==> src/rtl/mem_stage_pkg.sv <==
// Shared types and constants for the memory pipeline stage: FSM states,
// memory-op bit positions, flag positions and branch condition codes.
package mem_stage_pkg;

    localparam int unsigned WB_ADDR_W = 5;
    localparam int unsigned MEM_OP_W  = 2;
    localparam int unsigned FLAGS_W   = 3;
    localparam int unsigned BR_OP_W   = 3;

    // iMemOp = {access, write}
    localparam int unsigned MEM_OP_ACCESS = 1;
    localparam int unsigned MEM_OP_WRITE  = 0;

    // data memory op = {valid, rw}
    localparam int unsigned DMEM_OP_VALID = 1;
    localparam int unsigned DMEM_OP_RW    = 0;

    // flags = {Zero, Negative, Overflow}
    localparam int unsigned FLAG_Z = 2;
    localparam int unsigned FLAG_N = 1;
    localparam int unsigned FLAG_V = 0;

    localparam logic [BR_OP_W-1:0] BR_ALWAYS = 3'b000;
    localparam logic [BR_OP_W-1:0] BR_EQ     = 3'b001;
    localparam logic [BR_OP_W-1:0] BR_NE     = 3'b010;
    localparam logic [BR_OP_W-1:0] BR_LT     = 3'b011;
    localparam logic [BR_OP_W-1:0] BR_GT     = 3'b100;
    localparam logic [BR_OP_W-1:0] BR_LE     = 3'b101;
    localparam logic [BR_OP_W-1:0] BR_GE     = 3'b110;
    localparam logic [BR_OP_W-1:0] BR_VS     = 3'b111;

    typedef enum logic {
        IDLE   = 1'b0,
        ACCESS = 1'b1
    } state_t;

    typedef struct packed {
        logic                 mem_to_reg;
        logic                 write_en;
        logic [WB_ADDR_W-1:0] write_addr;
    } wb_ctrl_t;

endpackage

==> src/rtl/branch_cond_eval.sv <==
// Combinational branch resolution: taken = branch_cmd & condition(branch_op, flags).
module branch_cond_eval
    import mem_stage_pkg::*;
(
    input  logic               branch_cmd,
    input  logic [BR_OP_W-1:0] branch_op,
    input  logic [FLAGS_W-1:0] flags,
    output logic               taken_c
);

    logic z;
    logic lt;
    logic cond;

    assign z  = flags[FLAG_Z];
    assign lt = flags[FLAG_N] ^ flags[FLAG_V];

    always_comb begin
        cond = 1'b0;
        unique case (branch_op)
            BR_ALWAYS: cond = 1'b1;
            BR_EQ:     cond = z;
            BR_NE:     cond = !z;
            BR_LT:     cond = lt;
            BR_GT:     cond = !lt && !z;
            BR_LE:     cond = lt || z;
            BR_GE:     cond = !lt;
            BR_VS:     cond = flags[FLAG_V];
            default:   cond = 1'b0;
        endcase
    end

    assign taken_c = branch_cmd && cond;

endmodule

==> src/rtl/mem_stage_pipe.sv <==
// Memory pipeline stage: issues loads/stores, builds in-order write-back entries
// and flags branch mispredicts. Optional access timeout via MEMSTAGE_TIMEOUT_EN.
module mem_stage_pipe
    import mem_stage_pkg::*;
#(
    parameter int unsigned DATA_W = 32
`ifdef MEMSTAGE_TIMEOUT_EN
  , parameter int unsigned TIMEOUT_CYC = 256
`endif
)(
    input  logic                clk,
    input  logic                rst_n,
    input  logic                ex_valid,
    output logic                ex_ready_c,
    input  logic [DATA_W-1:0]   exu_result,
    input  logic [MEM_OP_W-1:0] mem_op,
    input  logic [DATA_W-1:0]   mem_data,
    input  wb_ctrl_t            ex_wb_ctrl,
    input  logic                branch_cmd,
    input  logic [BR_OP_W-1:0]  branch_op,
    input  logic                branch_predict,
    input  logic [DATA_W-1:0]   branch_addr,
    input  logic [DATA_W-1:0]   next_pc,
    input  logic [FLAGS_W-1:0]  flags,
    output logic [MEM_OP_W-1:0] data_mem_op,
    output logic [DATA_W-1:0]   data_mem_addr,
    output logic [DATA_W-1:0]   data_mem_wdata,
    input  logic                data_mem_ready,
    input  logic [DATA_W-1:0]   data_mem_rdata,
    output logic                wb_valid,
    input  logic                wb_ready,
    output logic [DATA_W-1:0]   wb_data,
    output wb_ctrl_t            wb_ctrl,
    output logic                branch_miss_cmd,
`ifdef MEMSTAGE_TIMEOUT_EN
    output logic                mem_timeout,
`endif
    output logic [DATA_W-1:0]   branch_miss_addr
);

    state_t state_q;
    state_t state_d;
    logic   accept_c;
    logic   mem_done_c;
    logic   mem_abort_c;
    logic   taken_c;

    branch_cond_eval u_branch_cond (
        .branch_cmd (branch_cmd),
        .branch_op  (branch_op),
        .flags      (flags),
        .taken_c    (taken_c)
    );

`ifdef MEMSTAGE_TIMEOUT_EN
    localparam int unsigned CNT_W = (TIMEOUT_CYC > 1) ? $clog2(TIMEOUT_CYC) : 1;

    logic [CNT_W-1:0] tmo_cnt_q;
    logic             tmo_hit_c;

    // Hit on the last permitted ACCESS cycle; a same-edge ready still wins.
    assign tmo_hit_c = (tmo_cnt_q == CNT_W'(TIMEOUT_CYC - 1));

    always_ff @(posedge clk or negedge rst_n) begin
        if (!rst_n) begin
            tmo_cnt_q <= '0;
        end else if (state_q == ACCESS && !data_mem_ready && !tmo_hit_c) begin
            tmo_cnt_q <= tmo_cnt_q + CNT_W'(1);
        end else begin
            tmo_cnt_q <= '0;
        end
    end

    always_ff @(posedge clk or negedge rst_n) begin
        if (!rst_n) begin
            mem_timeout <= 1'b0;
        end else if (mem_abort_c) begin
            mem_timeout <= 1'b1;
        end
    end
`endif

    always_ff @(posedge clk or negedge rst_n) begin
        if (!rst_n) begin
            state_q <= IDLE;
        end else begin
            state_q <= state_d;
        end
    end

    // Next state, handshake and access-completion decode.
    always_comb begin
        state_d     = state_q;
        ex_ready_c  = 1'b0;
        accept_c    = 1'b0;
        mem_done_c  = 1'b0;
        mem_abort_c = 1'b0;
        unique case (state_q)
            IDLE: begin
                ex_ready_c = !wb_valid || wb_ready;
                accept_c   = ex_valid && ex_ready_c;
                if (accept_c && mem_op[MEM_OP_ACCESS]) begin
                    state_d = ACCESS;
                end
            end
            ACCESS: begin
                if (data_mem_ready) begin
                    mem_done_c = 1'b1;
                    state_d    = IDLE;
                end
`ifdef MEMSTAGE_TIMEOUT_EN
                else if (tmo_hit_c) begin
                    mem_abort_c = 1'b1;
                    state_d     = IDLE;
                end
`endif
            end
            default: state_d = IDLE;
        endcase
    end

    // Write-back entry and data memory request registers.
    always_ff @(posedge clk or negedge rst_n) begin
        if (!rst_n) begin
            wb_valid       <= 1'b0;
            wb_data        <= '0;
            wb_ctrl        <= '0;
            data_mem_op    <= '0;
            data_mem_addr  <= '0;
            data_mem_wdata <= '0;
        end else if (accept_c) begin
            wb_ctrl <= ex_wb_ctrl;
            if (mem_op[MEM_OP_ACCESS]) begin
                wb_valid                   <= 1'b0;
                data_mem_op[DMEM_OP_VALID] <= 1'b1;
                data_mem_op[DMEM_OP_RW]    <= mem_op[MEM_OP_WRITE];
                data_mem_addr              <= exu_result;
                data_mem_wdata             <= mem_data;
            end else begin
                wb_valid <= 1'b1;
                wb_data  <= exu_result;
            end
        end else if (mem_done_c) begin
            wb_valid    <= 1'b1;
            wb_data     <= wb_ctrl.mem_to_reg ? data_mem_rdata : data_mem_addr;
            data_mem_op <= '0;
        end else if (mem_abort_c) begin
            wb_valid         <= 1'b1;
            wb_data          <= '0;
            wb_ctrl.write_en <= 1'b0;
            data_mem_op      <= '0;
        end else if (wb_ready) begin
            wb_valid <= 1'b0;
        end
    end

    // Mispredict pulse; redirect address held until the next accepted branch.
    always_ff @(posedge clk or negedge rst_n) begin
        if (!rst_n) begin
            branch_miss_cmd  <= 1'b0;
            branch_miss_addr <= '0;
        end else begin
            branch_miss_cmd <= accept_c && (taken_c ^ branch_predict);
            if (accept_c && branch_cmd) begin
                branch_miss_addr <= branch_predict ? next_pc : branch_addr;
            end
        end
    end

endmodule

==> config.mk <==
export PLATFORM = sky130hd
export DESIGN_NAME = mem_stage_pipe
export DESIGN_NICKNAME = d
export VERILOG_FILES = /design/src/rtl/mem_stage_pkg.sv /design/src/rtl/branch_cond_eval.sv /design/src/rtl/mem_stage_pipe.sv
export SDC_FILE = /design/constraint.sdc
export NUM_CORES = 1
export LEC_CHECK = 0
export BUFFER_PORTS_ARGS = -buffer_cell sky130_fd_sc_hd__buf_2
export CAP_MARGIN = 20
export CORE_AREA = 2 2 125 127
export CTS_BUF_LIST = sky130_fd_sc_hd__clkbuf_16
export DETAILED_ROUTE_END_ITERATION = 12
export DIE_AREA = 0 0 127 129
export PLACE_DENSITY = 0.75
export SYNTH_ARGS = -nofsm -noshare
export SYNTH_HDL_FRONTEND = slang
export SYNTH_SLANG_ARGS = --single-unit
==> constraint.sdc <==
create_clock -name clk -period 1.8 [get_ports clk]
set_input_delay 0.36 -clock clk [delete_from_list [all_inputs] [get_ports clk]]
set_output_delay 0.36 -clock clk [all_outputs]
set_load 0.03 [all_outputs]
* Word-level counts from Yosys, hierarchy flattened
Cells that the tools add are included.
Storage, ports and cells: word-level logic and storage cells 60, flip-flop bits (word level) 140, input bits 182, output and inout port bits 140
Operators by class: reduce and logical (&&, ||, !) cells 17, multiplexer cells 20, bitwise logic cells 3, eq/ne operators 9
Operators with widths (count):
- 32-bit two-way mux | 5
- 3-bit equality test (second input constant) | 4
- 1-bit two-way mux | 10
- 1-bit case mux with 8 select lines | 1
- 3-bit by 2-bit equality test with 1-bit output (second input constant) | 2
- 1-bit logical AND | 6
- 2-bit two-way mux | 3
- 2-bit AND reduction | 3
- 2-bit inequality test (second input constant) | 2
- 3-bit by 1-bit equality test with 1-bit output (second input constant) | 1
- 1-bit zero test | 3
- 3-bit zero test | 1
- 3-bit nonzero test | 1
- 1-bit logical OR | 2
- 1-bit case mux with 2 select lines | 1
- 2-bit nonzero test | 1
- 1-bit bitwise XOR | 2
- 1-bit NOT | 1

* Logic depth before layout (Yosys ltp)
Gate-level depths: netlist (run 1).
depth after elaboration 7, gate-level depth with buffers 7

* By module
From an unflattened synthesis (run 1), not the netlist that was laid out.
Unflattened totals: cell total of the unflattened synthesis 561, area, all modules 6795.3 um^2
By module, submodules not included:
- mem_stage_pipe | area each 6713.9 um^2, times used 1, cells an instance 550, seq. area each 3503.4 um^2
- branch_cond_eval | area each 81.3 um^2, times used 1, cells an instance 11, seq. area each 0.0 um^2

* Worst setup path before layout (run 1)
Ideal clock, no wire load.
path kind reg2reg, start reg wb_valid, end reg data_mem_addr[27], setup time 125 ps, arrival time 1632 ps, slack 43 ps, path buffers 3, cell stages (with the launch flop) 8, data required time 1675 ps, cells stage by stage dfrtp_1 > nand2b_4 > and3_1 > buf_4 > nand2_4 > buf_6 > buf_6 > mux2_4
On the way: longest elaborated chain between the ends 5
RTL lines:
- start: declaration | line mem_stage_pipe.sv:30 | output logic wb_valid,
- start signal: assignment | line mem_stage_pipe.sv:125 | wb_valid <= 1'b0;
- start signal: assignment | line mem_stage_pipe.sv:134 | wb_valid <= 1'b0;
- start signal: assignment | line mem_stage_pipe.sv:140 | wb_valid <= 1'b1;
- 1-bit zero test | line mem_stage_pipe.sv:100 | ex_ready_c = !wb_valid || wb_ready;
- 1-bit logical OR | line mem_stage_pipe.sv:100
- 1-bit logical AND | line mem_stage_pipe.sv:101 | accept_c = ex_valid && ex_ready_c;
- 1-bit two-way mux | line mem_stage_pipe.sv:98 | unique case (state_q)
- 2-bit AND reduction (no line)
- end signal: assignment | line mem_stage_pipe.sv:137 | data_mem_addr <= exu_result;
- end: declaration | line mem_stage_pipe.sv:26 | output logic [DATA_W-1:0] data_mem_addr,
Every way passes these cells. A chain may end at the register's enable or synchronous reset.

* Worst setup path after layout (run 1)
start reg wb_valid, end out ex_ready_c
On the way: longest elaborated chain between the ends 3
RTL lines:
- 1-bit zero test | line mem_stage_pipe.sv:100
- 1-bit logical OR | line mem_stage_pipe.sv:100
- 1-bit two-way mux | line mem_stage_pipe.sv:98
- end: declaration | line mem_stage_pipe.sv:14 | output logic ex_ready_c,
Every way passes these cells.

==> results of run 1 <==
[power by group]
group	switching, mW	internal [mW]	total [mW]
Sequential	0.571	4.15	4.72
Combinational	3.46	1.97	5.43
Clock	1.31	1.87	3.17
Total	5.34	7.99	13.3
[layer usage]
metal / wire length, µm / part of all wire, % / vias up
li1: - / - / 2451
met1: 7100 / 42 / 2387
met2: 8800 / 52 / 180
met3: 903 / 5.3 / 8
met4: 138 / 0.82 / 0
met5: 0 / 0 / -
[cell families after synthesis]
| logic type | synth area share, % |
|---|---|
| buffers and inverters | 3.05 |
| xor gates and xnor gates | 0.138 |
| muxes | 29.0 |
| AOI/OAI and AO/OA | 5.86 |
| and+or+nand+nor | 6.92 |
| DFF | 55.0 |
[what timing repair did]
action                                 4_1_cts  5_1_grt
endpoints found under the hold margin       33        0
hold buffers                                 1        0
buffers inserted                             0        0
[area by class of cell]
class                   count  area [µm²]
repair buffers            341        1890
clock buffers              17         425
inverters                   4        15.0
clock inverters            15         109
diodes                      2        5.00
multi-input cells         338        2690
well taps                 188         235
flip-flops and latches    140        3500
fillers                  1278        6100
[worst max-delay path by stage]
stage / from / end / cells after the start
finish: wb_valid$_DFFE_PN0P_ / ex_ready_c / 4
global route: wb_valid$_DFFE_PN0P_ / ex_ready_c / 4
CTS: wb_valid$_DFFE_PN0P_ / ex_ready_c / 4
detailed placement: wb_ready / data_mem_wdata[27]$_DFFE_PN0P_ / 6
global placement: wb_ready / data_mem_wdata[24]$_DFFE_PN0P_ / 6
floorplan: wb_valid$_DFFE_PN0P_ / data_mem_addr[27]$_DFFE_PN0P_ / 7
[cells in the mapped netlist]
library cell and number:
a21oi_1 2, a311o_1 1, a41oi_1 1, and2_1 2, and3_1 1, buf_2 11, buf_4 3, buf_6 4
clkbuf_1 15, dfrtp_1 140, inv_1 4, mux2_2 69, mux2_4 28, mux2i_1 65, nand2_1 89, nand2_4 1
nand2b_1 2, nand2b_4 1, nand3_1 1, nand3b_1 2, nand4_1 1, nand4bb_1 1, nor2b_1 2, o21ai_0 67
o311ai_1 1, xnor2_1 1
[registers in the layout (all words and copies together), names as in the netlist]
| register | cells |
|---|---|
| branch_miss_addr | 32 |
| branch_miss_cmd | 1 |
| data_mem_addr | 32 |
| data_mem_op | 2 |
| data_mem_wdata | 32 |
| state_q | 1 |
| wb_ctrl | 7 |
| wb_data | 32 |
| wb_valid | 1 |
[worst max-delay path, delay by kind of cell, from the launching register on]
| kind | cells | cell delay [ns] |
|---|---|---|
| DFF | 1 | 0.41 |
| buffers and inverters | 2 | 0.34 |
| and+or+nand+nor | 2 | 0.20 |
[per-stage QoR]
stage | util, % | cell area, µm²
2_1_floorplan | - | 6370
3_3_place_gp | 55.6 | 8330
3_5_place_dp | 55.6 | 8330
4_1_cts | 59.2 | 8870
5_1_grt | 59.2 | 8870
6_report | 59.3 | 8880
==> results.py, run 1 <==
metrics = {
    "timing": {
        "max_slew_margin_pct": 73.0,
        "fin_tns_setup_ns": 0,
        "max_freq_mhz": 584,
        "hold_violations": 0,
        "setup_viol": 0,
        "worst_slew_pin_slew_ns": 0.406,
        "fin_worst_hold_slack_ns": 0.139,
        "fin_skew_ns": 0.0140,
        "finalWorstSetupSlack_ns": 0.0876,
        "rsz0062_at_grt": "false",
        "maxSlewViolCount": 0,
        "period_share_pct": 95.1,
        "finalCriticalPeriod_ns": 1.71,
    },
    "clocking": {
        "insertion_delay_ns": 0.41,
        "clock-sinks": 140,
        "clk_pin_slew_ns": 0.06,
        "cts_tree": "built",
        "cts-buffers-inserted": 17,
        "cts-root-buf": "clkbuf_16",
        "max-clock-path-buffers": 2,
        "htree_levels": 4,
        "cts_resized": 0,
    },
    "worst_setup_path": {
        "cp_data_required_time_ns": 1.44,
        "crit_fanout": 5,
        "ff2ff_path_depth": 5,
        "crit_arrival_ns": 1.35,
        "start_kind": "register",
        "slowest_stage": "dfrtp_1",
        "r2r_start": "wb_valid$_DFFE_PN0P_",
        "regToRegEndpoint": "data_mem_wdata[27]$_DFFE_PN0P_",
        "path_class": "register to primary output",
        "cp-end-kind": "primary output",
        "reg2reg_slack_ns": 0.26,
        "slowest_delay_ns": 0.41,
        "worstPathCellList": "nand2b_4 -> buf_4 -> and2_1 -> buf_2",
    },
    "status": {
        "status": "complete, no violations",
    },
    "synthesis": {
        "synth_cell_types": 26,
        "syn_area_um2": 6370,
        "syn_area_per_cell_um2": 12.4,
        "synthTopCellsByArea": "dfrtp_1 (55%), mux2_2 (12%), mux2i_1 (10%)",
        "syn_nets": 697,
        "ys_warn_count": 0,
        "yosysTopAreaCellShare_pct": 55.0,
        "synth-seq-cells": 140,
        "netlist_instances": 515,
        "yosysSeqAreaShare_pct": 55.0,
        "synth_top_area_cell": "dfrtp_1",
    },
    "grt": {
        "met2_usage_pct": 35.5,
        "antenna_found_initial": 1,
        "grt-ovfl-total": 0,
        "grt_pass1_vias": 5017,
        "grt.busiest_layer": "met2",
        "grt_max_degree": 65,
        "grt_pass1_wl_um": 26500,
        "use_met3_pct": 5.49,
        "grt.met1_usage_pct": 26.2,
        "grt_usage_pct": 20.7,
    },
    "min_path": {
        "hp-class": "primary input to register",
        "min_delay_worst_endpoint": "wb_ctrl[4]$_DFFE_PN0P_",
        "worstHoldPathCells": 3,
        "hold_start": "ex_wb_ctrl[4]",
    },
    "finish": {
        "final_cell_mix": "buf_2 (320), dfrtp_1 (140), nand2_1 (89)",
        "nNetsFinal": 1024,
        "layout_commonest_cell": "buf_2",
        "final_layout_size_suffix_gt1_share_pct": 54.7,
        "area_growth_pct": 39.4,
        "layout.cells.non_filler": 1045,
    },
    "routing": {
        "drt_first_iter_violations": 254,
        "wl_per_cell_um": 16.2,
        "vias_per_cell": 4.81,
        "first_pass_iters": 4,
        "postRouteAntennaNets": 0,
        "vias": 5026,
        "drc": 0,
        "wl_um": 16900,
    },
    "pwr": {
        "power_mw": 13.3,
        "leakage_nw": 4.80,
        "pwr_density_cell_nw_per_um2": 1500,
        "ir_worst_vdd_v": 0.000839,
    },
    "place": {
        "gp_congestion": 0.788,
        "dpl_worst_slack_ns": 0.121,
        "place.port_buffers": 321,
        "dp.cells": 1010,
        "dpl.hpwl_um": 12700,
    },
    "floorplanning": {
        "die_h_um": 129,
        "ioPinCount": 322,
        "initial_core_util_pct": 42.5,
        "coreArea_um2": 15000,
        "rows": 45,
        "fp.dieArea_um2": 16400,
        "dieWidth_um": 127,
    },
    "job": {
        "cap_violations": 0,
    },
}
Note: power is estimated with default switching activity, not from simulation.
==> run 2: changes to the inputs <==
==> constraint.sdc (replaced) <==
create_clock -name clk -period 1.8 [get_ports clk]
set_input_delay 0.09 -clock clk [delete_from_list [all_inputs] [get_ports clk]]
set_output_delay 0.09 -clock clk [all_outputs]
set_load 0.03 [all_outputs]
==> run 2 against run 1 <==
Fmax increased by 4.0%. Count of clock-buffer cells in the layout unchanged. Clock power increased by 15%. Utilization increased by 9.0 points. Cell area increased by 15%. Sequential share of layout area decreased by 5.2 points. Sequential cell count unchanged. Clock skew decreased by 0.0067 ns. First-iteration DRC count increased by 5.1%. Critical path depth increased by 3. Total power increased by 5.9%. Non-clock buffer count increased by 127. Highest routed layer unchanged.
==> results.py, run 2 (same netlist as run 1, synthesis figures left out) <==
metrics = {
    "status": {
        "status": "complete, no violations",
    },
    "timing": {
        "worst_slew_pin_slew_ns": 0.464,
        "finalCriticalPeriod_ns": 1.65,
        "hold_violations": 0,
        "max_freq_mhz": 608,
        "setup_viol": 0,
        "fin_tns_setup_ns": 0,
        "fin_skew_ns": 0.00732,
        "maxSlewViolCount": 0,
        "max_slew_margin_pct": 69.0,
        "period_share_pct": 91.4,
        "rsz0062_at_grt": "false",
    },
    "floorplanning": {
        "ioPinCount": 322,
        "coreArea_um2": 15000,
        "die_h_um": 129,
        "dieWidth_um": 127,
        "rows": 45,
        "fp.dieArea_um2": 16400,
        "initial_core_util_pct": 42.5,
    },
    "grt": {
        "grt-ovfl-total": 0,
        "grt_usage_pct": 24.2,
        "antenna_found_initial": 0,
        "grt_pass1_wl_um": 30800,
        "grt_pass1_vias": 6132,
        "grt_max_degree": 66,
    },
    "routing": {
        "drc": 0,
        "wl_per_cell_um": 17.0,
        "drt_first_iter_violations": 267,
        "first_pass_iters": 4,
        "vias_per_cell": 4.90,
        "vias": 5733,
        "postRouteAntennaNets": 0,
        "wl_um": 19800,
    },
    "job": {
        "cap_violations": 0,
    },
    "finish": {
        "layout.cells.non_filler": 1170,
        "antenna_cells": 0,
        "final_cell_mix": "buf_2 (320), dfrtp_1 (140), dlygate4sd3_1 (133)",
        "layout_commonest_cell": "buf_2",
        "area_growth_pct": 60.5,
        "final_layout_size_suffix_gt1_share_pct": 47.6,
        "n_fill_cell": 1057,
        "nNetsFinal": 1151,
    },
    "clocking": {
        "clk_pin_slew_ns": 0.06,
        "cts-root-buf": "clkbuf_16",
        "clock-sinks": 140,
        "max-clock-path-buffers": 2,
        "htree_levels": 4,
        "insertion_delay_ns": 0.42,
        "cts_tree": "built",
        "cts_resized": 0,
        "cts-buffers-inserted": 17,
    },
    "worst_setup_path": {
        "worstPathCellList": "dlygate4sd3_1 -> buf_2 -> nand2b_4 -> and3_1 -> nand2_4 -> buf_12 -> mux2_2",
        "cp-end-kind": "register",
        "crit_arrival_ns": 1.94,
        "cp_data_required_time_ns": 2.10,
        "slowest_delay_ns": 0.54,
        "path_class": "primary input to register",
        "crit_fanout": 27,
        "start_kind": "primary input",
        "slowest_stage": "dlygate4sd3_1",
    },
    "min_path": {
        "hp-class": "primary input to register",
    },
    "pwr": {
        "ir_worst_vdd_v": 0.000726,
        "leakage_nw": 5.34,
        "pwr_density_cell_nw_per_um2": 1380,
    },
    "place": {
        "dpl.hpwl_um": 12400,
        "dp.cells": 1005,
        "place.port_buffers": 321,
        "gp_congestion": 0.767,
    },
}
## run 2: cell count changes in the layout (fill, tap and decap cells not counted)
cell,before,now
inv_6,1,5
clkinv_2,4,0
clkinvlp_4,3,4
inv_1,6,4
inv_8,0,1
bufinv_16,1,3
diode_2,2,0
buf_4,9,5
dlygate4sd3_1,1,133
clkinv_1,3,1
buf_12,10,9
## run 2: layout make-up
| type | count | area, µm² | area share [%] |
|---|---|---|---|
| flip-flops and latches | 140 | 3500 | 34.3 |
| repair buffers | 468 | 3160 | 30.9 |
| multi-input cells | 338 | 2690 | 26.4 |
| clock buffers | 17 | 425 | 4.16 |
| well taps | 188 | 235 | 2.30 |
| clock inverters | 15 | 188 | 1.84 |
| inverters | 4 | 15.0 | 0.147 |
## run 2: routing by layer
layer	track usage [%]	wire length [µm]	up-vias
li1	-	-	2707
met1	27.3	7630	2705
met2	43.3	10300	259
met3	5.70	1220	62
met4	11.9	724	0
met5	0	0	-
## run 2: worst max-delay path, delay by kind of cell
kind,cells,cell delay (ns)
simple gates,3,0.58
buf+inv,3,0.89
mux,1,0.36
## run 2: power by group
group / switching, mW / total, mW / internal, mW / leakage [nW]
Combinational: 3.57 / 5.73 / 2.16 / 3.36
Clock: 1.43 / 3.64 / 2.21 / 0.287
Sequential: 0.603 / 4.75 / 4.15 / 1.70
## run 2: metrics by stage
step	util (%)	instance area (µm²)	hold slack (ns)	setup WS, ns	power [mW]
CTS	68.2	10200	0.000830	0.155	14.1
global route	68.3	10200	0.00804	0.105	14.8
finish	68.3	10200	0.0121	0.154	14.1
detailed placement	55.3	8280	0.0622	0.179	10.2
global placement	55.3	8280	0.0613	0.216	10.1
floorplan	-	6370	-0.206	0.0430	8.36
## run 2: final timing paths
kind / startpoint / endpoint / depth (start not counted) / slack, ns
worst max-delay path: wb_ready / data_mem_addr[15]$_DFFE_PN0P_ / 7 / 0.15
worst min-delay path: next_pc[11] / branch_miss_addr[11]$_DFFE_PN0P_ / 3 / 0.01
worst max register to register: wb_valid$_DFFE_PN0P_ / data_mem_addr[15]$_DFFE_PN0P_ / 5 / 0.18
worst min register to register: wb_ctrl[1]$_DFFE_PN0P_ / wb_ctrl[1]$_DFFE_PN0P_ / 2 / 0.47
max in group asynchronous: rst_n / wb_data[29]$_DFFE_PN0P_ / 3 / 0.94
min in group asynchronous: rst_n / wb_data[18]$_DFFE_PN0P_ / 2 / 0.18
## run 2: timing repair
action                                 4_1_cts  5_1_grt
hold buffers                               132        1
buffers inserted                             0        0
endpoints found under the hold margin      172        1
==> run 3: changes to the inputs <==
- RECOVER_POWER: default -> 50
- clock period: 1.8 -> 1.55 ns (I/O delays scaled with it)
==> run 3 against run 2 <==
First-iteration DRC count shrank 4.9%. Routed wire length grew 3.2%. Cell area shrank 0.37%. Total power grew 14%.
==> results.py, run 3 (same netlist as run 1, synthesis figures left out) <==
metrics = {
    "timing": {
        "maxSlewViolCount": 0,
        "max_slew_margin_pct": 36.0,
        "finalWorstSetupSlack_ns": 0.0772,
        "fin_tns_setup_ns": 0,
        "fin_skew_ns": 0.00518,
        "rsz0062_at_grt": "false",
        "fin_worst_hold_slack_ns": 0.00230,
        "max_freq_mhz": 679,
        "finalCriticalPeriod_ns": 1.47,
        "setup_viol": 0,
        "worst_slew_pin_slew_ns": 0.960,
        "period_share_pct": 95.0,
        "hold_violations": 0,
    },
    "worst_setup_path": {
        "cp-end-kind": "register",
        "start_kind": "primary input",
        "crit_fanout": 19,
        "slowest_stage": "dlygate4sd3_1",
        "crit_buf_inv": 3,
        "path_class": "primary input to register",
        "cp_data_required_time_ns": 1.85,
        "slowest_delay_ns": 0.55,
        "worstPathCellList": "dlygate4sd3_1 -> buf_2 -> nand2b_4 -> and3_4 -> nand2_8 -> buf_12 -> mux2_2",
        "crit_arrival_ns": 1.77,
        "timing.critical_path.max_delay_family": "buffers and inverters",
    },
    "routing": {
        "first_pass_iters": 4,
        "vias": 5828,
        "postRouteAntennaNets": 0,
        "wl_um": 20500,
        "wl_per_cell_um": 17.4,
        "drt_first_iter_violations": 254,
        "vias_per_cell": 4.96,
        "drc": 0,
    },
    "grt": {
        "grt_pass1_vias": 6181,
        "grt_pass1_wl_um": 31800,
        "antenna_found_initial": 0,
        "grt_usage_pct": 25.0,
        "grt_max_degree": 66,
        "grt-ovfl-total": 0,
    },
    "clocking": {
        "clock-sinks": 140,
        "max-clock-path-buffers": 2,
        "htree_levels": 4,
        "cts_tree": "built",
        "cts-root-buf": "clkbuf_16",
        "post_cts_buffers": 0,
        "clk_pin_slew_ns": 0.06,
        "insertion_delay_ns": 0.41,
        "cts-buffers-inserted": 17,
    },
    "finish": {
        "antenna_cells": 0,
        "postLayoutCellArea_um2": 10200,
        "layout_commonest_cell": "buf_2",
        "final_cell_mix": "buf_2 (251), dfrtp_1 (138), dlygate4sd3_1 (136)",
        "nNetsFinal": 1158,
        "final_layout_size_suffix_gt1_share_pct": 40.5,
        "area_growth_pct": 60.0,
    },
    "pwr": {
        "sw_frac_of_total_pct": 40.0,
        "seqPwrFrac_pct": 34.3,
        "power.switching_mw": 6.45,
        "ir_worst_vdd_v": 0.000817,
        "intPower_mw": 9.67,
        "leakage_nw": 5.15,
        "clkPwrFrac_pct": 25.1,
        "combPwrFrac_pct": 40.6,
        "pwr_density_cell_nw_per_um2": 1580,
    },
    "place": {
        "place.port_buffers": 321,
        "dpl_worst_slack_ns": 0.0849,
        "gp_congestion": 0.766,
        "dpl_cell_area_um2": 8340,
        "dpl.hpwl_um": 12600,
    },
    "floorplanning": {
        "fp.dieArea_um2": 16400,
        "dieWidth_um": 127,
        "initial_core_util_pct": 42.5,
        "rows": 45,
        "ioPinCount": 322,
        "die_h_um": 129,
        "coreArea_um2": 15000,
    },
    "min_path": {
        "hp-class": "primary input to register",
    },
    "job": {
        "cap_violations": 0,
    },
    "status": {
        "status": "complete, no violations",
    },
}
run 3: stage by stage:
step	total power, mW	instances	utilization, %
after detailed placement	11.9	1009	55.7
final	16.1	1176	68.0
after global routing	16.9	1176	68.0
after floorplan	9.73	515	-
after global placement	11.7	1009	55.7
after CTS	16.3	1176	68.6
run 3: what timing repair did:
item                                    CTS  global route
endpoints found under the setup margin    0             1
hold buffers                            136             0
endpoints found under the hold margin   276             0
resized for setup                         0             1
run 3: area by class of cell:
type / instances / area [µm²]
clock buffers: 17 / 425
clock inverters: 14 / 154
fillers: 1135 / 4790
inverters: 4 / 15.0
multi-input cells: 338 / 2710
flip-flops and latches: 140 / 3510
well taps: 188 / 235
repair buffers: 475 / 3140
run 3: final timing paths:
check                                        from                          endpoint  slack, ns  cells after the start
setup / recovery                         wb_ready    data_mem_wdata[21]$_DFFE_PN0P_       0.08                      7
hold reg to reg            wb_ctrl[5]$_DFFE_PN0P_            wb_ctrl[5]$_DFFE_PN0P_       0.47                      2
hold / removal                        next_pc[23]  branch_miss_addr[23]$_DFFE_PN0P_      0.002                      3
max in group asynchronous                   rst_n            wb_data[2]$_DFFE_PN0P_       0.23                      3
min in group asynchronous                   rst_n     data_mem_addr[23]$_DFFE_PN0P_       0.35                      2
setup reg to reg             wb_valid$_DFFE_PN0P_     data_mem_wdata[8]$_DFFE_PN0P_       0.10                      5
run 3: per-layer routing:
layer  share of wire (%)  global-route usage (%)  wire length, µm
met5                   0                       0                0
met4                 3.6                    12.3              742
met3                 5.6                    6.32             1140
met2                  52                    44.2            10700
met1                  38                    28.1             7880
run 3: power groups by stage:
stage / sequential (mW) / clock [mW] / combinational, mW
2_1_floorplan: 7.82 / 0 / 1.91
3_3_place_gp: 5.48 / 0 / 6.24
3_5_place_dp: 5.52 / 0 / 6.35
4_1_cts: 5.48 / 4.13 / 6.65
5_1_grt: 5.67 / 4.28 / 6.96
6_report: 5.54 / 4.04 / 6.54
run 3: worst reg2reg max path, cell delays in order (launching register included):
cell and delay, ns:
dfrtp_2 0.42, nand2b_4 0.12, and3_4 0.23, nand2_8 0.08, buf_12 0.17, mux2_4 0.32
